File: config.mk
export PLATFORM = sky130hd
export DESIGN_NAME = seq_det_scheduler
export DESIGN_NICKNAME = d
export VERILOG_FILES = /design/src/rtl/seq_det_scheduler.sv
export SDC_FILE = /design/constraint.sdc
export NUM_CORES = 1
export LEC_CHECK = 0
export BUFFER_PORTS_ARGS = -buffer_cell sky130_fd_sc_hd__buf_2
export CAP_MARGIN = 20
export CORE_ASPECT_RATIO = 1.1
export CORE_UTILIZATION = 53
export CTS_BUF_LIST = sky130_fd_sc_hd__clkbuf_16
export DETAILED_ROUTE_END_ITERATION = 8
export PLACE_DENSITY = 0.8
export SYNTH_ARGS = -nofsm -noshare
export SYNTH_HDL_FRONTEND = slang
export SYNTH_SLANG_ARGS = --single-unit
File: constraint.sdc
create_clock -name clk -period 2.8 [get_ports clk]
set_clock_uncertainty 0.1 [all_clocks]
set_input_delay 0.56 -clock clk [delete_from_list [all_inputs] [get_ports clk]]
set_output_delay 0.56 -clock clk [all_outputs]
set_load 0.1 [all_outputs]
File: src/rtl/seq_det_scheduler.sv
// seq_det_scheduler: round-robin sharing of one serial sequence detector among requesters
module seq_det_scheduler #(
    parameter int N_REQ   = 4,
    parameter int WIDTH   = 8,
    parameter int DET_LAT = 1,
    parameter int CNT_W   = 4
) (
    input  logic                       clk,
    input  logic                       reset,
    input  logic [N_REQ-1:0]           req,
    input  logic [N_REQ*WIDTH-1:0]     data,
    output logic [N_REQ-1:0]           gnt,
    output logic                       busy,
    output logic                       done,
    output logic [$clog2(N_REQ)-1:0]   done_id,
    output logic [CNT_W-1:0]           hit_cnt,
    output logic                       det_rst_n,
    output logic                       det_in,
    input  logic                       det_out,
    output logic [2:0]                 state
);
    localparam int IW = $clog2(N_REQ);
    localparam int PW = $clog2(WIDTH + DET_LAT + 1);
    typedef enum logic [2:0] {IDLE = 3'd0, CLR = 3'd1, SHIFT = 3'd2, DRAIN = 3'd3, DONE = 3'd4} st_t;
    st_t              st;
    logic [IW-1:0]    ptr, pick, cur, j;
    logic             found;
    logic [WIDTH-1:0] word;
    logic [PW-1:0]    ph;
    logic [CNT_W-1:0] hits, hits_n;
    assign state  = st;
    assign hits_n = hits + CNT_W'(ph >= PW'(DET_LAT) && det_out);
    // first requesting index at or after the round-robin pointer
    always_comb begin
        found = 1'b0;
        pick  = '0;
        j     = '0;
        for (int k = 0; k < N_REQ; k++) begin
            j = IW'((int'(ptr) + k) % N_REQ);
            if (!found && req[j]) begin
                found = 1'b1;
                pick  = j;
            end
        end
    end
    // job sequencer: grant, clear detector, shift word MSB-first, drain, report
    always_ff @(posedge clk) begin
        if (reset) begin
            st        <= IDLE;
            gnt       <= '0;
            busy      <= 1'b0;
            done      <= 1'b0;
            done_id   <= '0;
            hit_cnt   <= '0;
            det_rst_n <= 1'b1;
            det_in    <= 1'b0;
            ptr       <= '0;
            cur       <= '0;
            word      <= '0;
            ph        <= '0;
            hits      <= '0;
        end else begin
            done <= 1'b0;
            case (st)
                IDLE: if (found) begin
                    st        <= CLR;
                    gnt       <= N_REQ'(1) << pick;
                    busy      <= 1'b1;
                    cur       <= pick;
                    word      <= data[pick*WIDTH +: WIDTH];
                    ptr       <= (pick == IW'(N_REQ - 1)) ? '0 : pick + 1'b1;
                    det_rst_n <= 1'b0;
                    det_in    <= 1'b0;
                end
                CLR: begin
                    st        <= SHIFT;
                    det_rst_n <= 1'b1;
                    det_in    <= word[WIDTH-1];
                    word      <= word << 1;
                    ph        <= '0;
                    hits      <= '0;
                end
                SHIFT, DRAIN: begin
                    det_in <= word[WIDTH-1];
                    word   <= word << 1;
                    ph     <= ph + 1'b1;
                    hits   <= hits_n;
                    if (st == SHIFT && ph == PW'(WIDTH - 1))
                        st <= DRAIN;
                    if (st == DRAIN && ph == PW'(WIDTH + DET_LAT - 1)) begin
                        st      <= DONE;
                        done    <= 1'b1;
                        hit_cnt <= hits_n;
                        done_id <= cur;
                    end
                end
                DONE: begin
                    st   <= IDLE;
                    gnt  <= '0;
                    busy <= 1'b0;
                end
                default: begin
                    st        <= IDLE;
                    gnt       <= '0;
                    busy      <= 1'b0;
                    det_rst_n <= 1'b1;
                    det_in    <= 1'b0;
                end
            endcase
        end
    end
endmodule

==> flow_metrics.env <==
export IMPL_status="finished clean"
export IMPL_powerDensity_nw_per_um2=660
export IMPL_endpoint_kind="register"
export IMPL_wl_um=5100
export IMPL_vias_per_cell=5.79
export IMPL_io_pins=56
export IMPL_nNetsFinal=357
export IMPL_path_buf_inv=1
export IMPL_max_cap_violations=0
export IMPL_cp_top_family="adder cells"
export IMPL_diodes=0
export IMPL_synth_warnings=0
export IMPL_post_cts_buffers=0
export IMPL_fp_dieH_um=68.9
export IMPL_dp_cells=351
export IMPL_drt_iter0_drc=160
export IMPL_fin_cells=359
export IMPL_cts_root_buf="clkbuf_16"
export IMPL_cts_buffer_depth=2
export IMPL_path_cells="inv_1, ha_1, o41a_1, ha_1, ha_1, mux2_2, a22oi_1, nor2_1"
export IMPL_design_area_sq_um=2610
export IMPL_synth_fp_nets=307
export IMPL_netlist_area_sq_um=2160
export IMPL_fin_ws_ns=0.621
export IMPL_n_fill_cell=316
export IMPL_grt_usage_pct=25.2
export IMPL_worstPathMaxFanout=4
export IMPL_final_setup_viol_count=0
export IMPL_rsz0062_at_grt="no"
export IMPL_crit_required_ns=2.85
export IMPL_min_period_ns=2.18
export IMPL_rows=23
export IMPL_power_leakage_nw=1.12
export IMPL_synthArstFlopShare_pct=0
export IMPL_slowest_stage="dfxtp_1"
export IMPL_worst_slew_pin_slew_ns=0.678
export IMPL_cts_resized=0
export IMPL_netlist_cell_type_count=47
export IMPL_power_mw=1.72
export IMPL_path_common_cell="ha_1"
export IMPL_hpwl_um=3550
export IMPL_tritoncts="yes"
export IMPL_hold_buffers=0
export IMPL_synthToLayoutAreaGrowth_pct=21.1
export IMPL_port_buffer_count=55
export IMPL_place_congestion=0.832
export IMPL_grt_max_degree=35
export IMPL_drc_errors=0
export IMPL_clkSinkCount=37
export IMPL_synth_seq_cells=37
export IMPL_worstSetupPathType="reg2reg"
export IMPL_final_hold_viol_count=0
export IMPL_antenna_found_initial=0
export IMPL_synth_ff_type="dfxtp_1"
export IMPL_cts_buffers=5
export IMPL_start_kind="register"
export IMPL_htree_levels=2
export IMPL_clock_latency_ns=0.28
export IMPL_critPathMaxStageDelay_ns=0.38
export IMPL_drv_slew=0
export IMPL_hold_ws_ns=0.356
export IMPL_holdCritPathClass="reg2reg"
export IMPL_tns_ns=0
export IMPL_synth_edf_count=0
export IMPL_syn_instance_count=258
export IMPL_yosysSeqAreaShare_pct=34.3
export IMPL_finalCritPeriodShare_pct=77.8
export IMPL_slew_headroom_pct=54.8
export IMPL_gr_total_overflow=0
export IMPL_avgSynthCellArea_sq_um=8.37
export IMPL_arrival_ns=2.23
export IMPL_route_vias_total=2079
export IMPL_wl_per_cell_um=14.2
export IMPL_peakVddDrop_mv=0.316
export IMPL_die_w_um=62.8
export IMPL_grt_pass1_wl_um=8560
export IMPL_place_ws_ns=0.510
export IMPL_initial_utilization_pct=57.3
export IMPL_postRouteAntennaNets=0
export IMPL_utilization_pct=69.3
export IMPL_dpl_instance_area_sq_um=2450
export IMPL_fmax_ghz=0.459
export IMPL_drt_first_pass_iters=4
export IMPL_path_clk_slew_ns=0.06
export IMPL_drive_above_1_share_pct=26.2
export IMPL_die_area_sq_um=4330
export IMPL_grt_pass1_vias=1973
export IMPL_core_area_sq_um=3770
## Yosys cell counts (2+ instances only)
| cell | number | area share, % |
|---|---|---|
| nand2b_1 | 3 | 0.87 |
| inv_1 | 5 | 0.87 |
| o21ai_0 | 14 | 3.2 |
| a21o_1 | 8 | 2.8 |
| a2111o_1 | 14 | 7.3 |
| o21bai_1 | 8 | 2.8 |
| nor2b_1 | 6 | 1.7 |
| a211o_1 | 2 | 0.81 |
| mux2_2 | 2 | 1.0 |
| inv_2 | 2 | 0.35 |
| buf_2 | 6 | 1.4 |
| o21ai_1 | 6 | 1.4 |
| or2_2 | 2 | 0.58 |
| nor3b_1 | 2 | 0.70 |
| a22oi_1 | 7 | 2.4 |
| ha_1 | 10 | 5.8 |
| dfxtp_1 | 37 | 34 |
| nand2_1 | 22 | 3.8 |
| nor2_1 | 24 | 4.2 |
| nand3_1 | 29 | 6.7 |
| mux2i_1 | 5 | 2.3 |
| a211oi_1 | 3 | 1.0 |
| a21oi_1 | 10 | 2.3 |
| clkbuf_1 | 8 | 1.4 |
## cells in the final DEF (no fill, tap or decap), types with 2 or more instances in the layout
master     synthesis  routed
mux2i_1            5       5
o21bai_1           8       8
a211o_1            2       2
o21ai_0           14      14
inv_1              5       5
a211oi_1           3       3
clkbuf_16          0       5
a21oi_1           10      10
or2_2              2       2
a21o_1             8       8
a22oi_1            7       7
nor2_1            24      24
mux2_2             2       2
nor2b_1            6       6
o21ai_1            6       6
buf_4              1       4
a2111o_1          14      14
nand3_1           29      29
dfxtp_1           37      37
nor3b_1            2       2
inv_2              2       2
ha_1              10      10
nand2_1           22      22
buf_2              6      55
nand2b_1           3       3
## power by group
part	switching [mW]	total (mW)	internal [mW]
Combinational	0.328	0.476	0.148
Clock	0.211	0.627	0.416
Sequential	0.0417	0.621	0.579
## state kept, by name (all words and copies together), names as in the netlist
| register | flops |
|---|---|
| word | 8 |
| gnt | 4 |
| hit_cnt | 4 |
| hits | 4 |
| ph | 4 |
| state | 3 |
| cur | 2 |
| done_id | 2 |
| ptr | 2 |
| busy | 1 |
| det_in | 1 |
| det_rst_n | 1 |
| done | 1 |
## final timing paths
check | start | endpoint | slack, ns | depth (start not counted)
setup / recovery | ph[1] | hits[2] | 0.62 | 8
hold / removal | word[7] | det_in | 0.36 | 2
setup reg to reg | ph[1] | hits[2] | 0.62 | 8
hold reg to reg | word[7] | det_in | 0.36 | 2
## final cells by class
| cell class | count | area, sq um | share of cell area, % |
|---|---|---|---|
| flip-flops and latches | 37 | 741 | 28.3 |
| repair buffers | 59 | 305 | 11.7 |
| inverters | 7 | 26.3 | 1.01 |
| clock inverters | 3 | 41.3 | 1.58 |
| well taps | 50 | 62.6 | 2.39 |
| clock buffers | 5 | 125 | 4.79 |
| multi-input cells | 198 | 1310 | 50.2 |
## worst min-delay path, stage by stage (launching register included)
cell and delay, ns:
dfxtp_1 0.31, nand2_1 0.05, a21oi_1 0.05
## per-layer routing
metal / wire, um / global-route usage [%] / up-vias
met5: 0 / 0 / -
met4: 80 / 11.0 / 0
met3: 229 / 5.76 / 8
met2: 2440 / 45.8 / 54
met1: 2350 / 28.7 / 973
li1: - / - / 1044
## kinds of logic after synthesis
logic type      count (synthesis)  synth area share, %
fa+ha+maj                      10                 5.80
buf+inv                        23                 4.87
flops                          37                 34.3
compound gates                 79                 27.2
simple gates                  100                 23.6
mux                             7                 3.36
xor+xnor                        2                0.812
Note: power is estimated with default switching activity, not from simulation.
